### src/rtl/vram_port_arbiter.sv
// Single-port VRAM arbiter: scanout reads always win, CPU pixel writes are buffered in a
// small FIFO and drain in idle cycles, and a clear sequencer fills the RAM with one colour.
module vram_port_arbiter #(
  parameter int unsigned COORD_W    = 8,
  parameter int unsigned COLOR_W    = 3,
  parameter int unsigned FIFO_DEPTH = 4
) (
  input  logic                   Clock,
  input  logic                   Reset,
  input  logic                   iWrValid,
  output logic                   oWrReady,
  input  logic [COORD_W-1:0]     iWrCol,
  input  logic [COORD_W-1:0]     iWrRow,
  input  logic [COLOR_W-1:0]     iWrColor,
  input  logic                   iRdReq,
  input  logic [2*COORD_W-1:0]   iRdAddr,
  output logic                   oRdValid,
  output logic [COLOR_W-1:0]     oRdData,
  input  logic                   iClearStart,
  input  logic [COLOR_W-1:0]     iClearColor,
  output logic                   oBusy,
  output logic                   oClearDone,
  output logic [2*COORD_W-1:0]   oMemAddr,
  output logic                   oMemWe,
  output logic [COLOR_W-1:0]     oMemWData,
  input  logic [COLOR_W-1:0]     iMemRData
);

  localparam int unsigned AddrW  = 2 * COORD_W;
  localparam int unsigned PtrW   = $clog2(FIFO_DEPTH);
  localparam int unsigned CntW   = AddrW + 1;
  localparam int unsigned EntryW = AddrW + COLOR_W;

  typedef enum logic [1:0] {StIdle, StDrain, StClear} state_e;

  state_e state_q, state_d;

  logic [EntryW-1:0]  fifo_mem [FIFO_DEPTH];
  logic [PtrW-1:0]    wr_ptr_q, rd_ptr_q;
  logic [PtrW:0]      count_q, count_d;
  logic [CntW-1:0]    clr_cnt_q;
  logic [COLOR_W-1:0] clr_color_q;
  logic               rd_pend_q;
  logic               clr_last_q;

  logic               full, empty, push, pop, do_clear, clr_last;
  logic [EntryW-1:0]  head;

  assign full     = (count_q == (PtrW + 1)'(FIFO_DEPTH));
  assign empty    = (count_q == '0);
  assign push     = iWrValid && oWrReady;
  // Reads own the port; the clear sequencer outranks queued CPU writes.
  assign do_clear = !iRdReq && (state_q == StClear);
  assign pop      = !iRdReq && (state_q != StClear) && !empty;
  assign clr_last = do_clear && (clr_cnt_q == {1'b0, {AddrW{1'b1}}});
  assign head     = fifo_mem[rd_ptr_q];
  assign oRdData  = oRdValid ? iMemRData : '0;

  always_comb begin
    count_d = count_q;
    if (push && !pop) begin
      count_d = count_q + (PtrW + 1)'(1);
    end else if (!push && pop) begin
      count_d = count_q - (PtrW + 1)'(1);
    end
  end

  always_ff @(posedge Clock) begin
    if (Reset) begin
      state_q <= StIdle;
    end else begin
      state_q <= state_d;
    end
  end

  always_comb begin
    state_d = state_q;
    unique case (state_q)
      StIdle:  if (iClearStart) state_d = StDrain;
      StDrain: if (count_d == '0) state_d = StClear;
      StClear: if (clr_last) state_d = StIdle;
      default: state_d = StIdle;
    endcase
  end

  always_comb begin
    oWrReady = 1'b0;
    oBusy    = 1'b0;
    unique case (state_q)
      StIdle:           oWrReady = !full;
      StDrain, StClear: oBusy    = 1'b1;
      default:          oBusy    = 1'b0;
    endcase
  end

  always_ff @(posedge Clock) begin
    if (push) begin
      fifo_mem[wr_ptr_q] <= {iWrRow, iWrCol, iWrColor};
    end
  end

  always_ff @(posedge Clock) begin
    if (Reset) begin
      wr_ptr_q    <= '0;
      rd_ptr_q    <= '0;
      count_q     <= '0;
      clr_cnt_q   <= '0;
      clr_color_q <= '0;
      oMemAddr    <= '0;
      oMemWe      <= 1'b0;
      oMemWData   <= '0;
      rd_pend_q   <= 1'b0;
      oRdValid    <= 1'b0;
      clr_last_q  <= 1'b0;
      oClearDone  <= 1'b0;
    end else begin
      if (push) wr_ptr_q <= wr_ptr_q + PtrW'(1);
      if (pop)  rd_ptr_q <= rd_ptr_q + PtrW'(1);
      count_q <= count_d;

      if (state_q == StIdle && iClearStart) begin
        clr_cnt_q   <= '0;
        clr_color_q <= iClearColor;
      end else if (do_clear) begin
        clr_cnt_q <= clr_cnt_q + CntW'(1);
      end

      if (iRdReq) begin
        oMemAddr <= iRdAddr;
        oMemWe   <= 1'b0;
      end else if (do_clear) begin
        oMemAddr  <= clr_cnt_q[AddrW-1:0];
        oMemWe    <= 1'b1;
        oMemWData <= clr_color_q;
      end else if (pop) begin
        oMemAddr  <= head[EntryW-1:COLOR_W];
        oMemWe    <= 1'b1;
        oMemWData <= head[COLOR_W-1:0];
      end else begin
        oMemWe <= 1'b0;
      end

      // RAM returns data one cycle after the address is presented.
      rd_pend_q  <= iRdReq;
      oRdValid   <= rd_pend_q;
      clr_last_q <= clr_last;
      oClearDone <= clr_last_q;
    end
  end

endmodule

### config.mk
export PLATFORM = sky130hd
export DESIGN_NAME = vram_port_arbiter
export DESIGN_NICKNAME = d
export VERILOG_FILES = /design/src/rtl/vram_port_arbiter.sv
export SDC_FILE = /design/constraint.sdc
export NUM_CORES = 1
export LEC_CHECK = 0
export BUFFER_PORTS_ARGS = -buffer_cell sky130_fd_sc_hd__buf_2
export CAP_MARGIN = 20
export CORE_MARGIN = 3
export CORE_UTILIZATION = 26
export CTS_BUF_LIST = sky130_fd_sc_hd__clkbuf_16
export DETAILED_ROUTE_END_ITERATION = 12
export PLACE_DENSITY_LB_ADDON = 0.2
export SLEW_MARGIN = 20
export SYNTH_ARGS = -nofsm -noshare
export SYNTH_HDL_FRONTEND = slang
export SYNTH_SLANG_ARGS = --single-unit
### constraint.sdc
create_clock -name Clock -period 3.32 [get_ports Clock]
set_input_delay 0.166 -clock Clock [delete_from_list [all_inputs] [get_ports Clock]]
set_output_delay 0.166 -clock Clock [all_outputs]
set_load 0.05 [all_outputs]
==> run summary <==
RUN STATUS
-----------------------------------------------------------------------------
Run status                                                          completed

DRT
-----------------------------------------------------------------------------
Via count                                                                3594
Detailed router's first-iteration violation count                         128
Final Routed Wirelength                                              12500 um
Number of remaining DRC errors                                              0
Detailed-route vias per instance                                         4.43
Length of the first detailed-routing pass in iterations                     4
Final ANT Viol Nets                                                         0
WL/cell                                                               15.4 um

STA
-----------------------------------------------------------------------------
Hold slack                                                          0.0120 ns
Post-Route Setup TNS                                                     0 ns
Max Fclk                                                              386 MHz
Max_slew headroom                                                       55.6%
Setup repair after global routing missed its margin                        no
Setup slack after layout                                             0.731 ns
Post-route minimum period                                             2.59 ns
Slew of the pin with the lowest slew margin                          0.666 ns
Final hold violations                                                       0
Final worst clock skew                                             0.00615 ns
Final period utilization                                                78.0%
Slew Limit Fails                                                            0
Endpoints failing setup                                                     0

LOGIC SYNTHESIS
-----------------------------------------------------------------------------
Async set-reset flop share out of synthesis                                0%
Synth cell types                                                           43
Top-area cell type share of the netlist area                            41.4%
Synth cell count leaders                                         76 x sky130_fd_sc_hd__edfxtp_1, 55 x sky130_fd_sc_hd__dfxtp_1, 40 x sky130_fd_sc_hd__a21oi_1
Instance count of the mapped netlist                                      424
Avg Cell Area, Syn                                                  13.0 um^2
Biggest area consumer among synthesized cells                    sky130_fd_sc_hd__edfxtp_1
Synth Register Bits                                                       131
Most numerous cell in the Yosys netlist                          sky130_fd_sc_hd__edfxtp_1
Yosys warning count                                                         0
Post-synthesis cell area                                            5510 um^2
Number of enable flip-flop cells after synthesis                           76
Leading register cell type out of synthesis                      sky130_fd_sc_hd__edfxtp_1
Cells taking the most area after synthesis                       sky130_fd_sc_hd__edfxtp_1 41%, sky130_fd_sc_hd__dfxtp_1 20%, sky130_fd_sc_hd__mux4_2 7.8%, sky130_fd_sc_hd__mux2i_1 4.0%, sky130_fd_sc_hd__a21oi_1 3.6%
Portion of the post-synthesis area used by sequential elements          61.4%
Mapped Nets                                                               484

FINAL LAYOUT
-----------------------------------------------------------------------------
Area used by multi-input combinational logic                        1930 um^2
P&R area growth vs syn                                                  26.7%
Share of layout cells above drive strength 1                            25.7%
Final instance area                                                 6980 um^2
Fillcell total                                                           2075
Nets                                                                      588
Sequential Area                                                     3380 um^2
Count of antenna diodes in the layout                                       0

CRITICAL PATH
-----------------------------------------------------------------------------
CP delay by family, top                                          simple AND/OR/NAND/NOR gates
Kind of end point of the critical path                                   flop
Maximum fanout along the worst path                                         7
Path type of the worst setup path                                flop to flop
Critical-path cell list                                          and4_1 > nand4_1 > nor3_1 > ha_1 > nand2b_1 > a211oi_1 > mux2i_1 > nor2_1 > mux2_1
Highest cell delay on the worst timing path                           0.42 ns
Worst setup startpoint                                           clr_cnt_q[4]
Cell at the slowest stage of the critical path                   sky130_fd_sc_hd__dfxtp_1
Required time reported for the critical path endpoint                 3.61 ns
Worst reg2reg path depth                                                    9
R2R Setup Slk                                                         0.73 ns
R2r endpoint                                                       state_q[1]
Endpoint arrival time on the critical path                            2.88 ns
Launch instance of the worst register-to-register path           clr_cnt_q[4]
Crit start category                                                      flop
Bufs and invs on worst path                                                 0

PLACE
-----------------------------------------------------------------------------
Final GP Congestion                                                     0.776
Post-DP HPWL                                                          8690 um
Area post-placement                                                 6210 um^2
Worst slack at placement                                             0.741 ns
Port Buf Inserts                                                           72

GLOBAL ROUTE
-----------------------------------------------------------------------------
Met2 usage                                                              19.6%
Pin count of the biggest net entering global routing                       25
Vias in the first global route                                           3690
Initial antenna violation count                                             0
Met3 usage in global routing                                            3.15%
Global Route met1 Usage                                                 13.4%
Remaining Overflow, GRT                                                     0
Global-route wire length before repair                               19400 um
Busiest metal layer after global routing                                 met2
Global routing usage summed across all routing layers                   11.3%

CLOCK TREE
-----------------------------------------------------------------------------
Root Buffer Master                                               sky130_fd_sc_hd__clkbuf_16
Total clock buffers created by CTS                                         17
Clk pin slew, worst setup/hold paths                                  0.06 ns
Clk_lat worst skew                                                    0.41 ns
Number of buffers inserted to repair setup after CTS                        0
H-tree levels                                                               4
TritonCTS sink count                                                      131
Resized Gates After CTS                                                     0
Buffer depth of the longest clock path                                      2
Number of hold-repair buffers added at the cts stage                       20
TritonCTS clock tree                                                     done

MIN PATH
-----------------------------------------------------------------------------
Worst hold stages                                                           3
Worst min-delay path endpoint                                    clr_color_q[1]
Hold Crit Class                                                  primary input to flop
Launch instance of the worst min-delay path                      iClearColor[1]

JOB
-----------------------------------------------------------------------------
Number of violations of the max-capacitance limit                           0

FLOORPLANNING
-----------------------------------------------------------------------------
Total core area                                                    20500 um^2
I/O pin count                                                              73
Number of rows created at floorplan                                        52
Die boundary width                                                     152 um
Die extent in y                                                        152 um
Initial Utilization                                                     26.9%
Area of the die                                                    23000 um^2

POWER
-----------------------------------------------------------------------------
VDD IR-drop max                                                      0.348 mV
Power density relative to cell area                               862 nW/um^2
Static power due to leakage                                        0.00260 uW

[worst max-delay path by stage]
stage	endpoint	slack, ns	cells after the start
2_1_floorplan	state_q[0]	1.01	9
3_3_place_gp	state_q[0]	0.82	9
3_5_place_dp	state_q[1]	0.74	9
4_1_cts	state_q[1]	0.73	9
5_1_grt	state_q[1]	0.47	9
6_report	state_q[1]	0.73	9
[through the flow]
step / total power [uW] / cells / util [%]
after global placement: 4260 / 759 / 30.3
final: 6020 / 811 / 34.1
after CTS: 6120 / 811 / 34.1
after detailed placement: 4290 / 759 / 30.3
after global routing: 6370 / 811 / 34.1
after floorplan: 3700 / 424 / -
[cells by family after synthesis]
family	share of synthesized area [%]
AOI/OAI and AO/OA	8.18
xor gates and xnor gates	2.39
buffers and inverters	3.50
and+or+nand+nor	8.93
adders and majority gates	3.18
muxes	12.4
DFF	61.4
[power by group]
part	internal [uW]	switching, uW
Sequential	2040	133
Clock	1100	689
Combinational	759	1300
[worst register-to-register path: cells and delay by family, from the launching register on]
kind | cells | cell delay, ns
mux | 2 | 0.52
flops | 1 | 0.42
simple gates | 5 | 0.94
fa+ha+maj | 1 | 0.19
compound gates | 1 | 0.40
[state kept, by name, summed over array words and instances (netlist names), named ones only]
name,count
rd_ptr_q,2
rd_pend_q,1
oMemWe,1
oRdValid,1
fifo_mem,76
clr_cnt_q,17
count_q,3
state_q,2
wr_ptr_q,2
clr_color_q,3
oMemWData,3
oMemAddr,16
oClearDone,1
clr_last_q,1
[layer usage]
layer	vias to the layer above	share of wire, %	routed length [um]
met1	1769	44	5500
li1	1762	-	-
met5	-	0	0
met3	13	3.5	434
met2	50	51	6340
met4	0	1.5	183
[cell type report]
cell class	instances	area share [%]
clock inverters	15	2.08
inverters	27	1.63
multi-input cells	248	27.7
flip-flops and latches	131	48.5
clock buffers	17	6.10
well taps	270	4.84
repair buffers	103	9.21
[cell usage in the layout (no fill, tap or decap), types with 2 or more instances in the layout]
| cell | count |
|---|---|
| sky130_fd_sc_hd__mux2_1 | 2 |
| sky130_fd_sc_hd__edfxtp_1 | 76 |
| sky130_fd_sc_hd__nand2_1 | 12 |
| sky130_fd_sc_hd__bufinv_16 | 2 |
| sky130_fd_sc_hd__xnor2_1 | 9 |
| sky130_fd_sc_hd__nor3_1 | 8 |
| sky130_fd_sc_hd__ha_1 | 14 |
| sky130_fd_sc_hd__and2_1 | 6 |
| sky130_fd_sc_hd__o21bai_1 | 2 |
| sky130_fd_sc_hd__mux2i_1 | 22 |
| sky130_fd_sc_hd__or3_1 | 4 |
| sky130_fd_sc_hd__xor2_1 | 6 |
| sky130_fd_sc_hd__clkinvlp_4 | 2 |
| sky130_fd_sc_hd__clkinv_4 | 4 |
| sky130_fd_sc_hd__nor2b_1 | 5 |
| sky130_fd_sc_hd__or2_2 | 2 |
| sky130_fd_sc_hd__nor2_1 | 34 |
| sky130_fd_sc_hd__dlygate4sd3_1 | 20 |
| sky130_fd_sc_hd__inv_1 | 29 |
| sky130_fd_sc_hd__dfxtp_1 | 55 |
| sky130_fd_sc_hd__mux4_2 | 19 |
| sky130_fd_sc_hd__a211oi_1 | 3 |
| sky130_fd_sc_hd__o21ai_0 | 20 |
| sky130_fd_sc_hd__clkbuf_16 | 17 |
| sky130_fd_sc_hd__and3_1 | 4 |
| sky130_fd_sc_hd__nand2b_1 | 3 |
| sky130_fd_sc_hd__clkinv_2 | 3 |
| sky130_fd_sc_hd__a222oi_1 | 3 |
| sky130_fd_sc_hd__buf_4 | 11 |
| sky130_fd_sc_hd__buf_2 | 72 |
| sky130_fd_sc_hd__a21oi_1 | 40 |
| sky130_fd_sc_hd__nand4_1 | 4 |
| sky130_fd_sc_hd__and4_1 | 2 |
| sky130_fd_sc_hd__o21ai_1 | 2 |
| sky130_fd_sc_hd__nand3_1 | 11 |
No activity file was read; power rests on OpenSTA's default activity.
